<file path="config.mk">
export PLATFORM = sky130hd
export DESIGN_NAME = fif_rd_burst
export DESIGN_NICKNAME = d
export VERILOG_FILES = /design/src/rtl/fif_rd_burst_pkg.sv /design/src/rtl/fif_rd_burst_skid2.sv /design/src/rtl/fif_rd_burst.sv
export SDC_FILE = /design/constraint.sdc
export NUM_CORES = 1
export LEC_CHECK = 0
export CORE_UTILIZATION = 40
export DETAILED_ROUTE_END_ITERATION = 10
export SLEW_MARGIN = 20
export SYNTH_ARGS = -nofsm -noshare
export SYNTH_HDL_FRONTEND = slang
export SYNTH_SLANG_ARGS = --single-unit
</file>
<file path="constraint.sdc">
create_clock -name rdclk -period 5.7 [get_ports rdclk]
set_input_delay 1.14 -clock rdclk [delete_from_list [all_inputs] [get_ports rdclk]]
set_output_delay 1.14 -clock rdclk [all_outputs]
set_load 0.01 [all_outputs]
</file>
<file path="src/rtl/fif_rd_burst_pkg.sv">
// Shared definitions for the FIFO read-side burst consumer.
// State encodings, GAP length and default data/address widths.
package fif_rd_burst_pkg;

  typedef enum logic [1:0] {
    S_IDLE  = 2'd0,
    S_BURST = 2'd1,
    S_GAP   = 2'd2
  } state_e;

  localparam int GAP_LEN     = 2;
  localparam int SKID_DEPTH  = 2;
  localparam int KUAN_DEF    = 16;
  localparam int SHENBIT_DEF = 11;

endpackage

</file>
<file path="src/rtl/fif_rd_burst_skid2.sv">
// Two-entry registered buffer carrying {eop,sop,data} with valid/ready on both sides.
// Entry 0 is always the head; entry 1 holds the word behind it.
module fif_rd_burst_skid2
  import fif_rd_burst_pkg::*;
#(
  parameter int W = 18
) (
  input  logic         clk_i,
  input  logic         rst_i,
  input  logic         in_valid_i,
  output logic         in_ready_o,
  input  logic [W-1:0] in_data_i,
  output logic         out_valid_o,
  input  logic         out_ready_i,
  output logic [W-1:0] out_data_o,
  output logic [1:0]   occ_o
);

  logic [W-1:0] mem0_q, mem1_q;
  logic [1:0]   cnt_q;
  logic         push, pop;

  assign out_valid_o = (cnt_q != 2'd0);
  assign out_data_o  = mem0_q;
  assign occ_o       = cnt_q;
  assign in_ready_o  = (cnt_q != 2'(SKID_DEPTH)) || out_ready_i;
  assign push        = in_valid_i && in_ready_o;
  assign pop         = out_valid_o && out_ready_i;

  always_ff @(posedge clk_i) begin
    if (rst_i) begin
      // NOTE: storage is cleared too, so dout reads 0 straight after reset.
      mem0_q <= '0;
      mem1_q <= '0;
      cnt_q  <= 2'd0;
    end else begin
      unique case ({push, pop})
        2'b10: begin
          if (cnt_q == 2'd0) mem0_q <= in_data_i;
          else               mem1_q <= in_data_i;
          cnt_q <= cnt_q + 2'd1;
        end
        2'b01: begin
          mem0_q <= mem1_q;
          cnt_q  <= cnt_q - 2'd1;
        end
        2'b11: begin
          if (cnt_q == 2'd1) begin
            mem0_q <= in_data_i;
          end else begin
            mem0_q <= mem1_q;
            mem1_q <= in_data_i;
          end
        end
        default: ;
      endcase
    end
  end

endmodule

</file>
<file path="src/rtl/fif_rd_burst.sv">
// Read-side consumer of the dual-clock FIFO: issues credit-limited reads, emits fixed-length bursts.
// Optional idle-timeout flush of partial data is enabled by defining FIF_RD_TIMEOUT_EN.
module fif_rd_burst
  import fif_rd_burst_pkg::*;
#(
  parameter int kuan    = KUAN_DEF,
  parameter int shenbit = SHENBIT_DEF,
  parameter int blen    = 8,
  parameter int tmo     = 255
) (
  input  logic               rdclk,
  input  logic               aclr,
  output logic               fifo_rdreq,
  input  logic [kuan-1:0]    fifo_q,
  input  logic               fifo_rdempty,
  input  logic [shenbit-1:0] fifo_rdusedw,
  output logic [kuan-1:0]    dout,
  output logic               dout_valid,
  input  logic               dout_ready,
  output logic               dout_sop,
  output logic               dout_eop,
  output logic               busy
);

  if (blen < 1 || blen > 2**shenbit - 1 || tmo < 1) begin : g_bad_cfg
    $error("fif_rd_burst: blen or tmo out of range");
  end

  localparam logic [shenbit-1:0] BLEN_W = shenbit'(blen);
  localparam logic [shenbit-1:0] ONE_W  = shenbit'(1);

  state_e             state_q, state_d;
  logic [shenbit-1:0] remain_q, remain_d;
  logic               first_q, first_d;
  logic [1:0]         gap_q, gap_d;
  logic               inflight_q, sop_tag_q, eop_tag_q;

  logic [1:0]         occ;
  logic               skid_in_ready, pop, credit_ok;
  logic [kuan+1:0]    skid_out;

  assign pop       = dout_valid && dout_ready;
  // Words already buffered plus the one returning this cycle, minus the one leaving.
  assign credit_ok = ({1'b0, occ} + {2'b00, inflight_q}) < (3'd2 + {2'b00, pop});
  assign fifo_rdreq = (state_q == S_BURST) && (remain_q != '0) && credit_ok;
  assign busy       = (state_q != S_IDLE);

`ifdef FIF_RD_TIMEOUT_EN
  localparam int TW = (tmo < 2) ? 1 : $clog2(tmo + 1);
  logic [TW-1:0] tmo_q;
  logic          tmo_run, tmo_hit;

  assign tmo_run = (state_q == S_IDLE) && (fifo_rdusedw != '0) && (fifo_rdusedw < BLEN_W);
  assign tmo_hit = tmo_run && !fifo_rdempty && (tmo_q == TW'(tmo));

  always_ff @(posedge rdclk) begin
    if (aclr || !tmo_run || tmo_hit) tmo_q <= '0;
    else if (tmo_q != TW'(tmo))      tmo_q <= tmo_q + TW'(1);
  end
`endif

  always_comb begin
    // NOTE: every next-state signal gets its hold value first so no latch is inferred.
    state_d  = state_q;
    remain_d = remain_q;
    first_d  = first_q;
    gap_d    = gap_q;
    unique case (state_q)
      S_IDLE: begin
        gap_d = 2'd0;
        if (fifo_rdusedw >= BLEN_W && !fifo_rdempty) begin
          remain_d = BLEN_W;
          first_d  = 1'b1;
          state_d  = S_BURST;
        end
`ifdef FIF_RD_TIMEOUT_EN
        else if (tmo_hit) begin
          remain_d = fifo_rdusedw;
          first_d  = 1'b1;
          state_d  = S_BURST;
        end
`endif
      end
      S_BURST: begin
        if (fifo_rdreq) begin
          remain_d = remain_q - ONE_W;
          first_d  = 1'b0;
        end
        if (remain_q == '0 && !inflight_q) state_d = S_GAP;
      end
      S_GAP: begin
        gap_d = gap_q + 2'd1;
        if (gap_q == 2'(GAP_LEN - 1)) state_d = S_IDLE;
      end
      default: state_d = S_IDLE;
    endcase
  end

  always_ff @(posedge rdclk) begin
    if (aclr) begin
      // NOTE: sequential state uses non-blocking assignments only.
      state_q    <= S_IDLE;
      remain_q   <= '0;
      first_q    <= 1'b0;
      gap_q      <= 2'd0;
      inflight_q <= 1'b0;
      sop_tag_q  <= 1'b0;
      eop_tag_q  <= 1'b0;
    end else begin
      state_q    <= state_d;
      remain_q   <= remain_d;
      first_q    <= first_d;
      gap_q      <= gap_d;
      inflight_q <= fifo_rdreq;
      sop_tag_q  <= fifo_rdreq && first_q;
      eop_tag_q  <= fifo_rdreq && (remain_q == ONE_W);
    end
  end

  // The credit check guarantees a returning word always finds room.
  always_ff @(posedge rdclk) begin
    if (!aclr && inflight_q) assert (skid_in_ready);
  end

  fif_rd_burst_skid2 #(.W(kuan + 2)) u_skid (
    .clk_i      (rdclk),
    .rst_i      (aclr),
    .in_valid_i (inflight_q),
    .in_ready_o (skid_in_ready),
    .in_data_i  ({eop_tag_q, sop_tag_q, fifo_q}),
    .out_valid_o(dout_valid),
    .out_ready_i(dout_ready),
    .out_data_o (skid_out),
    .occ_o      (occ)
  );

  assign dout     = skid_out[kuan-1:0];
  assign dout_sop = dout_valid && skid_out[kuan];
  assign dout_eop = dout_valid && skid_out[kuan+1];

endmodule

</file>
* After elaboration in Yosys (flattened, before gate mapping)
Index checks and enable logic that the tools add are counted.
** Word-level totals
- Register bits :: 57
- Input port bits :: 31
** Cells by class
- Add/sub/neg operators :: 6
- $lt $le $gt $ge :: 2
- Equal/unequal tests :: 16
- Multiplexer cells :: 18
- Reductions and logical operators :: 28
** Operator list (number)
- 2-to-1 mux 18 bit :: 4
- one-hot mux 18 bit (3 select lines) :: 1
- one-hot mux 18 bit (2 select lines) :: 1
- 2-to-1 mux 11 bit :: 2
- one-hot mux 11 bit (2 select lines) :: 1
- != test 2 bit (second input constant) :: 6
- nonzero test 2 bit :: 6
- equality test 11 x 1 -> 1 bit (second input constant) :: 1
- >= comparator 11 x 4 -> 1 bit (second input constant) :: 1
- logical NOT 11 bit :: 1
- nonzero test 11 bit :: 1
- subtractor 11 x 1 -> 11 bit (second input constant) :: 1
- logical AND 1 bit :: 10
- AND reduction 3 bit :: 3
- equality test 2 x 1 -> 1 bit (second input constant) :: 4
- one-hot mux 2 bit (2 select lines) :: 2
- equality test 2 bit (second input constant) :: 3
- 2-to-1 mux 2 bit :: 3
- one-hot mux 2 bit (3 select lines) :: 1
- adder 2 x 1 -> 2 bit (second input constant) :: 2
- logical NOT 2 bit :: 2
- != test 2 x 1 -> 1 bit (second input constant) :: 2
- adder 2 x 1 -> 3 bit :: 1
- adder 2 x 1 -> 3 bit (first input constant) :: 1
- other kinds (8) :: 10

* Longest topological paths before layout
- Depth in word-level cells :: 7
- Gate-level depth with buffers :: 12
- Mapped depth without buffers :: 10

* Cells and area by module
From an unflattened synthesis, not the netlist that was laid out.
** Second synthesis, totals
- Cells, all modules :: 282
- Area total of the unflattened synthesis :: 2643.8 um^2
** By module, submodules not included
- fif_rd_burst_skid2 :: times used 1, cells each 168, area an instance 1672.9 um^2
- fif_rd_burst :: times used 1, cells each 114, area an instance 970.9 um^2

* Worst setup path before layout
No wires, ideal clock.
- Path type :: input port to output port
- Start :: input dout_ready
- End :: output fifo_rdreq
- Arrival time :: 2.259 ns
- Data required time :: 4.560 ns
- Path slack :: 2.301 ns
- Stages on the path :: 4
- Buffers on the path :: 1
- Cells stage by stage :: or3b_2 -> a211o_1 -> buf_2 -> nor2_1
** Between the ends
- Word-level cells in the longest chain between the ends :: 4
** Ends and longest elaborated chain
- start, declared :: RTL line fif_rd_burst.sv:19 : input logic dout_ready,
- logical AND 1 bit :: RTL line fif_rd_burst.sv:42 : assign pop = dout_valid && dout_ready;
- adder 2 x 1 -> 3 bit :: RTL line fif_rd_burst.sv:44 : assign credit_ok = ({1'b0, occ} + {2'b00, inflight_q}) < (3'd2 + {2'b00, pop});
- < comparator 3 bit :: RTL line fif_rd_burst.sv:44
- logical AND 1 bit :: RTL line fif_rd_burst.sv:45 : assign fifo_rdreq = (state_q == S_BURST) && (remain_q != '0) && credit_ok;
- end, declared :: RTL line fif_rd_burst.sv:13 : output logic fifo_rdreq,
Every way passes these cells.

* Final worst setup path
Same ends and word-level chain as after synthesis.

==> results.cfg <==
[logic_synthesis]
async_flop_share_pct = 0
synth_area_per_cell_sq_um = 9.20
synthDistinctLibCells = 43
synth_cells = 298
synth-edff-count = 0
yosys_most_used_dff = dfxtp_1
ys_seq_area_share_pct = 41.6
netlist_area_sq_um = 2740
postSynthNetCount = 341
ys_warn_count = 0
synth-seq-cells = 57

[route]
wl_per_cell_um = 13.7
wl_mm = 5.60
top_layer_used = met4
drt_iter0_drc = 75
wl_met1_mm = 2.83
dr_wl_met2_mm = 2.47
dr_wl_met3_um = 171
firstDrtPassIters = 8
vias_per_cell = 5.33
drtAntennaViolNets = 0
vias = 2173
drc = 5

[worst_setup_path]
r2r_slack_ps = 2830
r2r_cells = 10
path_buf_inv = 2
critPathKind = input port to output port
start_kind = input port
max_stage_delay_ps = 540
crit_chain = clkdlybuf4s50_1 -> or3b_2 -> a211o_1 -> nor2_1 -> clkdlybuf4s50_1
critPathMostFrequentCell = clkdlybuf4s50_1
cp_max_fo = 11
end_kind = output port
path_delay_family = buffers and inverters
critical_path_cell_count = 5
worstPathRequired_ps = 4560
slowest_stage = clkdlybuf4s50_1
cp.arrival_ps = 3290

[timing]
slew_headroom_pct = 30.5
setup_violations = 0
worstMarginPinSlew_ps = 1040
setup_tns_ps = 0
rsz0062_at_grt = false
setup_slack_ps = 1270
clock_skew_ps = 7.19
fin_hold_ws_ps = 478
period_share_pct = 77.6
period_needed_ps = 4430
drv_slew = 0
clock.fmax_mhz = 226
hold_viol_final = 0

[final_layout]
layout_commonest_cell = dfxtp_1
drive_gt1_share_pct = 8.46
area_growth_pct = 21.8
final_core_util_pct = 51.4
final_cell_mix = 57 x dfxtp_1, 49 x nor2_1, 47 x clkdlybuf4s50_1
regArea_sq_um = 1140
antenna_cells = 0
multi_input_area_sq_um = 1360
n_fill_cell = 601
fin_nets = 369

[global_routing]
first_global_vias = 2070
grt-ovfl-total = 0
grt_pass1_wl_mm = 9.51
track_usage_pct = 16.9
antenna_found_initial = 0
grt_max_degree = 52

[floorplanning]
fp-row-count = 29
core_area_sq_um = 6490
die_h_um = 84.8
pin_count = 52
die-area_sq_um = 7190
initial_utilization_pct = 42.2
die_w_um = 84.8

[place]
hpwl_mm = 3.70
gp_congestion = 0.823
io_buffers = 48
place_ws_ps = 1280

[cts]
clkTransAtPathRegs_ps = 70
postCtsSetupRepairBufs = 0
clk_root_buffer_cell = clkbuf_8
cts_max_level = 3
cts_buffer_depth = 2
clock_latency_ps = 340
clock_sink_count = 57
cts_tree = done
cts_resized = 0
cts-hold-fix-buffers = 0
numCtsBuffers = 9

[pwr]
p_leak_uw = 0.00139
power_density_nw_per_um2 = 565
ir_drop_uv = 180

[job]
drv_cap = 0

[outcome]
violations = DRC
outcome = finished, violations left

[hold_path]
min_path_type = flop to flop
holdPathStages = 1
[area by class of cell]
| class | count | area share (%) |
|---|---|---|
| Multi-Input combinational cell | 195 | 40.8 |
| Sequential cell | 57 | 34.2 |
| Timing Repair Buffer | 51 | 14.9 |
| Clock buffer | 11 | 4.24 |
| Tap cell | 77 | 2.89 |
| Clock inverter | 5 | 1.65 |
| Inverter | 12 | 1.35 |
[final timing paths]
path	startpoint	endpoint
worst max-delay path	dout_ready	fifo_rdreq
worst min-delay path	remain_q[7]	remain_q[7]
worst max register to register	u_skid.occ_o[0]	u_skid.mem1_q[7]
worst min register to register	remain_q[7]	remain_q[7]
[state kept, by name (all words and copies together) (netlist names)]
signal / count
u_skid.mem1_q: 18
u_skid.out_data_o: 18
remain_q: 11
gap_q: 2
state_q: 2
u_skid.occ_o: 2
eop_tag_q: 1
first_q: 1
inflight_q: 1
sop_tag_q: 1
[synthesized netlist by cell type (3+ instances only)]
library cell	count	area [sq um]
a211oi_1	19	143
nor2_1	49	184
inv_1	12	45.0
or4_1	4	30.0
buf_2	4	20.0
buf_1	4	15.0
dfxtp_1	57	1140
a22oi_1	18	135
clkbuf_1	9	33.8
nand2_1	4	15.0
nand2b_1	7	43.8
a21oi_1	5	25.0
o21ai_0	4	20.0
mux2i_1	18	180
nor3_1	3	15.0
ha_1	12	150
o21a_1	3	22.5
a211o_1	3	26.3
nor2b_1	4	25.0
a31oi_1	11	68.8
nor4_1	6	37.5
buf_4	16	120
[per-layer routing]
| metal | GRT usage, % | vias up |
|---|---|---|
| li1 | - | 1127 |
| met2 | 25.9 | 30 |
| met3 | 3.15 | 8 |
| met1 | 22.1 | 1008 |
| met5 | 0 | - |
| met4 | 10.2 | 0 |
[cells by family (layout without fill, tap and decap cells)]
kind of cell    count (synthesis)  in the layout  synth area share [%]
simple gates                   86             86                  15.4
compound gates                 77             77                  21.4
flops                          57             57                  41.6
buf+inv                        46             79                  8.95
mux                            18             18                  6.57
fa+ha+maj                      12             12                  5.48
xor+xnor                        2              2                 0.639
[report_power, final]
| group | switching (uW) | internal, uW | total (uW) | leakage [uW] |
|---|---|---|---|---|
| sequential | 87.8 | 532 | 620 | 0.000466 |
| combinational | 474 | 416 | 891 | 0.000828 |
| clock | 165 | 212 | 377 | 0.0000953 |
| total | 727 | 1160 | 1890 | 0.00139 |
[metrics by stage]
stage	cell area [sq um]	std cells	power, uW
final	3340	408	1890
after global placement	3140	392	1510
after detailed placement	3140	392	1530
after global routing	3340	408	2040
after CTS	3340	408	1910
after floorplan	2740	298	1310
(Power assumes the default switching activity.)
